### src/rtl/ama_riscv_pkg.sv
// Shared types for the store buffer: entry layout and default depth.
package ama_riscv_pkg;

  localparam int unsigned SB_AW        = 32;
  localparam int unsigned SB_DEPTH_DEF = 4;

  // One posted write; waddr is the byte address with bits [1:0] dropped.
  typedef struct packed {
    logic [SB_AW-3:0] waddr;
    logic [31:0]      data;
    logic [3:0]       mask;
  } sb_entry_t;

endpackage

### src/rtl/ama_riscv_store_buffer_if.sv
// Store path, DMEM write port, load check and fence signals of the store buffer.
// AMA_RISCV_STORE_BUF_FWD_EN adds the load-forwarding result signals.
interface ama_riscv_store_buffer_if #(
  parameter int unsigned AW = 32
);
  logic          st_valid;
  logic          st_ready;
  logic [AW-1:0] st_addr;
  logic [31:0]   st_data;
  logic [3:0]    st_mask;
  logic          mem_req;
  logic          mem_ack;
  logic [AW-1:0] mem_addr;
  logic [31:0]   mem_wdata;
  logic [3:0]    mem_wmask;
  logic          ld_chk_valid;
  logic [AW-1:0] ld_chk_addr;
  logic          ld_hazard;
  logic          fence;
  logic          fence_busy;
  logic          empty;
`ifdef AMA_RISCV_STORE_BUF_FWD_EN
  logic          ld_fwd_hit;
  logic [31:0]   ld_fwd_data;

  modport master (
    output st_valid, st_addr, st_data, st_mask, mem_ack, ld_chk_valid, ld_chk_addr, fence,
    input  st_ready, mem_req, mem_addr, mem_wdata, mem_wmask, ld_hazard, fence_busy, empty,
    input  ld_fwd_hit, ld_fwd_data
  );
  modport slave (
    input  st_valid, st_addr, st_data, st_mask, mem_ack, ld_chk_valid, ld_chk_addr, fence,
    output st_ready, mem_req, mem_addr, mem_wdata, mem_wmask, ld_hazard, fence_busy, empty,
    output ld_fwd_hit, ld_fwd_data
  );
`else
  modport master (
    output st_valid, st_addr, st_data, st_mask, mem_ack, ld_chk_valid, ld_chk_addr, fence,
    input  st_ready, mem_req, mem_addr, mem_wdata, mem_wmask, ld_hazard, fence_busy, empty
  );
  modport slave (
    input  st_valid, st_addr, st_data, st_mask, mem_ack, ld_chk_valid, ld_chk_addr, fence,
    output st_ready, mem_req, mem_addr, mem_wdata, mem_wmask, ld_hazard, fence_busy, empty
  );
`endif
endinterface

### src/rtl/ama_riscv_sb_fifo.sv
// DEPTH-entry ring of store-buffer entries with per-slot valid bits.
// All slots are exposed so the owner can run an address match across them.
module ama_riscv_sb_fifo
  import ama_riscv_pkg::*;
#(
  parameter int unsigned DEPTH = SB_DEPTH_DEF,
  localparam int unsigned PW   = $clog2(DEPTH)
) (
  input  logic                  clk,
  input  logic                  rst,
  input  logic                  push,
  input  sb_entry_t             push_entry,
  input  logic                  pop,
  output logic                  full,
  output logic                  empty,
  output sb_entry_t             head,
  output sb_entry_t [DEPTH-1:0] entries,
  output logic [DEPTH-1:0]      valid,
  output logic [PW-1:0]         rd_ptr
);

  logic [PW-1:0] wr_ptr;
  logic [PW:0]   count;

  assign full  = (count == (PW+1)'(DEPTH));
  assign empty = (count == '0);
  assign head  = entries[rd_ptr];

  // Pointers, occupancy and valid bits; pointers wrap since DEPTH is a power of 2.
  always_ff @(posedge clk) begin
    if (rst) begin
      wr_ptr <= '0;
      rd_ptr <= '0;
      count  <= '0;
      valid  <= '0;
    end else begin
      if (push) begin
        valid[wr_ptr] <= 1'b1;
        wr_ptr        <= wr_ptr + PW'(1);
      end
      if (pop) begin
        valid[rd_ptr] <= 1'b0;
        rd_ptr        <= rd_ptr + PW'(1);
      end
      case ({push, pop})
        2'b10:   count <= count + (PW+1)'(1);
        2'b01:   count <= count - (PW+1)'(1);
        default: count <= count;
      endcase
    end
  end

  // Payload storage; qualified by valid, so it needs no reset.
  always_ff @(posedge clk) begin
    if (push) entries[wr_ptr] <= push_entry;
  end

endmodule

### src/rtl/ama_riscv_store_buffer.sv
// Posted-write buffer between the MEM-stage store path and the DMEM write port.
// Stores retire in order over mem_req/mem_ack; loads hitting a pending store stall.
// AMA_RISCV_STORE_BUF_FWD_EN: forward full-word matches instead of stalling.
module ama_riscv_store_buffer
  import ama_riscv_pkg::*;
#(
  parameter int unsigned DEPTH = SB_DEPTH_DEF,
  // Entry layout comes from the package, so AW must equal SB_AW.
  parameter int unsigned AW    = SB_AW
) (
  input logic                       clk,
  input logic                       rst,
  ama_riscv_store_buffer_if.slave   bus
);

  localparam int unsigned PW = $clog2(DEPTH);

  logic                  full;
  logic                  fifo_empty;
  logic                  push;
  logic                  pop;
  sb_entry_t             push_entry;
  sb_entry_t             head;
  sb_entry_t [DEPTH-1:0] entries;
  logic [DEPTH-1:0]      valid;
  logic [PW-1:0]         rd_ptr;
  logic [PW-1:0]         idx;
  logic                  match;
  sb_entry_t             youngest;

  // A zero mask is handshaken but nothing is stored.
  assign push = bus.st_valid && !full && (bus.st_mask != 4'h0);
  assign pop  = !fifo_empty && bus.mem_ack;

  assign push_entry = '{waddr: bus.st_addr[AW-1:2], data: bus.st_data, mask: bus.st_mask};

  ama_riscv_sb_fifo #(
    .DEPTH (DEPTH)
  ) u_fifo (
    .clk        (clk),
    .rst        (rst),
    .push       (push),
    .push_entry (push_entry),
    .pop        (pop),
    .full       (full),
    .empty      (fifo_empty),
    .head       (head),
    .entries    (entries),
    .valid      (valid),
    .rd_ptr     (rd_ptr)
  );

  assign bus.st_ready   = !full;
  assign bus.empty      = fifo_empty;
  assign bus.mem_req    = !fifo_empty;
  assign bus.mem_addr   = {head.waddr, 2'b00};
  assign bus.mem_wdata  = head.data;
  assign bus.mem_wmask  = head.mask;
  assign bus.fence_busy = bus.fence && !fifo_empty;

  // Scan oldest to youngest so the last hit is the youngest matching entry.
  always_comb begin
    match    = 1'b0;
    youngest = '0;
    idx      = '0;
    for (int i = 0; i < DEPTH; i++) begin
      idx = rd_ptr + PW'(i);
      if (valid[idx] && (entries[idx].waddr == bus.ld_chk_addr[AW-1:2])) begin
        match    = 1'b1;
        youngest = entries[idx];
      end
    end
  end

`ifdef AMA_RISCV_STORE_BUF_FWD_EN
  // Only a full-word youngest match can be forwarded; anything partial stalls.
  always_comb begin
    bus.ld_fwd_hit  = bus.ld_chk_valid && match && (youngest.mask == 4'hF);
    bus.ld_fwd_data = youngest.data;
    bus.ld_hazard   = bus.ld_chk_valid && match && (youngest.mask != 4'hF);
  end
`else
  // Any pending store to the same word stalls the load.
  always_comb begin
    bus.ld_hazard = bus.ld_chk_valid && match;
  end
`endif

endmodule
### src/flat_wrapper.sv
// flat-port wrapper written by rule: the top's interface ports become plain ports
module ama_riscv_store_buffer_flat import ama_riscv_pkg::*;
#(
  parameter int unsigned DEPTH = SB_DEPTH_DEF,
                                                                 
  parameter int unsigned AW    = SB_AW
)
  (clk, rst, bus_st_valid, bus_st_addr, bus_st_data, bus_st_mask, bus_mem_ack, bus_ld_chk_valid, bus_ld_chk_addr, bus_fence, bus_st_ready, bus_mem_req, bus_mem_addr, bus_mem_wdata, bus_mem_wmask, bus_ld_hazard, bus_fence_busy, bus_empty);
  ama_riscv_store_buffer_if #(.AW(AW)) bus_i ();
  input logic clk;
  input logic rst;
  input wire logic [$bits(bus_i.st_valid)-1:0] bus_st_valid;
  input wire logic [$bits(bus_i.st_addr)-1:0] bus_st_addr;
  input wire logic [$bits(bus_i.st_data)-1:0] bus_st_data;
  input wire logic [$bits(bus_i.st_mask)-1:0] bus_st_mask;
  input wire logic [$bits(bus_i.mem_ack)-1:0] bus_mem_ack;
  input wire logic [$bits(bus_i.ld_chk_valid)-1:0] bus_ld_chk_valid;
  input wire logic [$bits(bus_i.ld_chk_addr)-1:0] bus_ld_chk_addr;
  input wire logic [$bits(bus_i.fence)-1:0] bus_fence;
  output wire logic [$bits(bus_i.st_ready)-1:0] bus_st_ready;
  output wire logic [$bits(bus_i.mem_req)-1:0] bus_mem_req;
  output wire logic [$bits(bus_i.mem_addr)-1:0] bus_mem_addr;
  output wire logic [$bits(bus_i.mem_wdata)-1:0] bus_mem_wdata;
  output wire logic [$bits(bus_i.mem_wmask)-1:0] bus_mem_wmask;
  output wire logic [$bits(bus_i.ld_hazard)-1:0] bus_ld_hazard;
  output wire logic [$bits(bus_i.fence_busy)-1:0] bus_fence_busy;
  output wire logic [$bits(bus_i.empty)-1:0] bus_empty;
  assign bus_i.st_valid = bus_st_valid;
  assign bus_i.st_addr = bus_st_addr;
  assign bus_i.st_data = bus_st_data;
  assign bus_i.st_mask = bus_st_mask;
  assign bus_i.mem_ack = bus_mem_ack;
  assign bus_i.ld_chk_valid = bus_ld_chk_valid;
  assign bus_i.ld_chk_addr = bus_ld_chk_addr;
  assign bus_i.fence = bus_fence;
  assign bus_st_ready = bus_i.st_ready;
  assign bus_mem_req = bus_i.mem_req;
  assign bus_mem_addr = bus_i.mem_addr;
  assign bus_mem_wdata = bus_i.mem_wdata;
  assign bus_mem_wmask = bus_i.mem_wmask;
  assign bus_ld_hazard = bus_i.ld_hazard;
  assign bus_fence_busy = bus_i.fence_busy;
  assign bus_empty = bus_i.empty;
  ama_riscv_store_buffer #(.DEPTH(DEPTH), .AW(AW)) u_core (.clk(clk), .rst(rst), .bus(bus_i));
endmodule
### config.mk
export PLATFORM = sky130hd
export DESIGN_NAME = ama_riscv_store_buffer_flat
export DESIGN_NICKNAME = d
export VERILOG_FILES = /design/src/rtl/ama_riscv_pkg.sv /design/src/rtl/ama_riscv_store_buffer_if.sv /design/src/rtl/ama_riscv_sb_fifo.sv /design/src/rtl/ama_riscv_store_buffer.sv /design/src/flat_wrapper.sv
export SDC_FILE = /design/constraint.sdc
export NUM_CORES = 1
export LEC_CHECK = 0
export ABC_AREA = 1
export BUFFER_PORTS_ARGS = -buffer_cell sky130_fd_sc_hd__buf_2
export CAP_MARGIN = 20
export CORE_UTILIZATION = 54
export DETAILED_ROUTE_END_ITERATION = 6
export PLACE_DENSITY = 0.79
export SETUP_SLACK_MARGIN = 0.3
export SKIP_CTS_REPAIR_TIMING = 1
export SLEW_MARGIN = 5
export SYNTH_ARGS = -nofsm -noshare
export SYNTH_HDL_FRONTEND = slang
export SYNTH_HIERARCHICAL = 1
export SYNTH_SLANG_ARGS = --single-unit
### constraint.sdc
create_clock -name clk -period 2.4 [get_ports clk]
set_input_delay 0.12 -clock clk [delete_from_list [all_inputs] [get_ports clk]]
set_output_delay 0.12 -clock clk [all_outputs]
set_load 0.01 [all_outputs]
==> run summary <==
Clock H-tree levels = 1
Final Slew Violations = 0
DR vias = 16,000
Total core area = 30,500 µm²
Worst setup margin = -0.364 ns
Initial Utilization = 54.7%
Status = complete, but fails checks
GRT overflow = 0
Drt first pass iters = 7
Layout Skew = 0.0125 ns
#FFs+latches synth = 275
Register area share after synthesis = 48.8%
CTS Root Cell = clkbuf_16
Vias per cell = 5.84
Hold path depth = 4
Vias in the first global route = 13,600
Max-Cap Viols = 0
Yosys warnings = 6
Mapped cell area = 16,700 µm²
Worst min path class = in -> reg
Predominant post-synthesis flop cell = edfxtp_1
CTS tree = done
Crit path DAT = 2.64 ns
Global-route wire length before repair = 73,100 µm
CP startpoint kind = register
Die W = 178 µm
Cts bufs inserted = 28
Synthesized area per cell = 8.06 µm²
ANT nets after route = 0
CTS clk-pin slew, worst paths = 0.06 ns
Unrepaired setup endpoints after global routing = true
Crit-path max FO = 5
Power per Cell Area = 1110 nW/µm²
Placer Congestion = 1.04
Critical Path RT = 2.28 ns
Fin nets = 2,445
Tot GR Track Use = 30.1%
Commonest non-fill, non-tap cells in the layout = nand2_1 (810), edfxtp_1 (264), nand3_1 (242)
Peak supply drop = 0.827 mV
Max_slew headroom = 61.7%
Area of the multi-input gates = 7580 µm²
Most common cell after layout, fill and taps aside = nand2_1
Post-synth cell types = 31
Routed wire length = 55,900 µm
Hold slack = -0.0139 ns
M1 wire length = 21,200 µm
I/O Buffers = 172
Hold Fails Final Rpt = 1
Share of layout cells above drive strength 1 = 19.6%
Wire per inst = 20.4 µm
Worst Setup Path Type = reg -> out
Clock Path Buffers = 3
Number of flops mapped to enable cells by yosys = 264
Post-DP HPWL = 34,700 µm
Count of final setup violators = 31
I/O Pins = 179
Worst reg2reg setup slack = 0.41 ns
Min Tclk post-route = 2.76 ns
Die area = 31,600 µm²
WL met3 = 6200 µm
Antenna violations before repair = 0
Worst r2r path cells = 7
Gate Count Post-Synth = 2,071
Tcrit/Tclk final = 115%
Metal2 WL = 26,500 µm
Pin count of the biggest net entering global routing = 66
DR iter-0 viols = 2,149
# diodes = 0
DRC = 3
Leak = 9.16 nW
Register Area = 8160 µm²
Achievable Freq = 362 MHz
Die Span Y = 178 µm
CTS sink cnt = 275
Area growth syn-to-layout = 24.5%
Highest Signal Layer = met4
Clk_lat worst skew = 0.55 ns
# fillers = 2,269
Rows = 64
Failing checks = design-rule violations, negative hold slack, negative setup slack
Worst slack, placed = 0.141 ns
Post-synth ARST share = 0%
Worst-margin pin slew = 0.574 ns
CP endpoint kind = output pin
final timing paths:
| check | start | to |
|---|---|---|
| max | u_core/u_fifo/rd_ptr[0] | bus_ld_hazard |
| min | rst | u_core/u_fifo/count[2] |
| max reg2reg | u_core/u_fifo/count[1] | u_core/u_fifo/entries[237] |
| min reg2reg | u_core/u_fifo/valid[1] | u_core/u_fifo/valid[1] |
worst max-delay path, stage by stage (launching register included):
cell	delay [ns]
dfxtp_4	0.41
buf_8	0.16
nand2_4	0.10
nand2_8	0.14
clkbuf_16	0.18
nand3_1	0.09
o211ai_1	0.09
nand2_1	0.17
nor2_1	0.17
nand2_1	0.09
nor2_2	0.12
nand2_1	0.06
nand2_1	0.05
nor2_1	0.06
nor2_1	0.07
buf_2	0.13
layer usage:
layer  vias up  GRT usage, %
met3       147          6.30
li1       7412             -
met1      7487          41.3
met2       997          48.6
met4         0          7.51
met5         -             0
cells by family after synthesis:
kind of cell | share of synthesized area, %
buffers and inverters | 7.10
other | 0.0225
AOI/OAI and AO/OA | 9.95
and+or+nand+nor | 33.0
DFF | 48.8
xor gates and xnor gates | 0.315
adders and majority gates | 0.794
state kept, by name, indices dropped and copies added, names as in the netlist:
signal	flops
u_core/u_fifo/rd_ptr	2
u_core/u_fifo/valid	4
u_core/u_fifo/count	3
u_core/u_fifo/entries	264
u_core/u_fifo/wr_ptr	2
synth_stat cells (12+ instances only):
master / n / area share (%)
nand3_1: 244 / 7.3
clkbuf_1: 28 / 0.63
nor2_4: 50 / 3.4
edfxtp_1: 264 / 47
o21ai_1: 22 / 0.66
o22ai_2: 50 / 3.7
o21ai_0: 150 / 4.5
nand4_1: 16 / 0.60
o22ai_1: 16 / 0.60
buf_2: 51 / 1.5
nand2_1: 815 / 18
buf_4: 12 / 0.54
nor2_1: 141 / 3.2
a21oi_1: 12 / 0.36
inv_1: 139 / 3.1
where the power goes:
part	switching [W]	leakage [nW]	total, W	internal, W
Combinational	0.00818	6.23	0.0130	0.00487
Clock	0.00180	0.419	0.00410	0.00230
Sequential	0.000274	2.51	0.00602	0.00574
final cells by class:
cell class / instances / share of cell area, %
Clock inverter: 17 / 0.560
Inverter: 151 / 2.95
Timing Repair inverter: 1 / 0.0782
Multi-Input combinational cell: 1543 / 36.5
Timing Repair Buffer: 329 / 14.8
Clock buffer: 33 / 3.56
Tap cell: 396 / 2.38
Sequential cell: 275 / 39.2
through the flow:
stage          instances  utilization, %  power [W]  area (µm²)  setup TNS [ns]
6_report            2745            68.2     0.0232       20800           -1.57
5_1_grt             2745            68.2     0.0243       20800           -4.14
4_1_cts             2630            62.4     0.0206       19000          -0.540
3_5_place_dp        2580            59.6     0.0166       18200               0
3_3_place_gp        2580            59.6     0.0163       18200               0
2_1_floorplan       2072               -     0.0133       16700               0
Note: power is estimated with default switching activity, not from simulation.
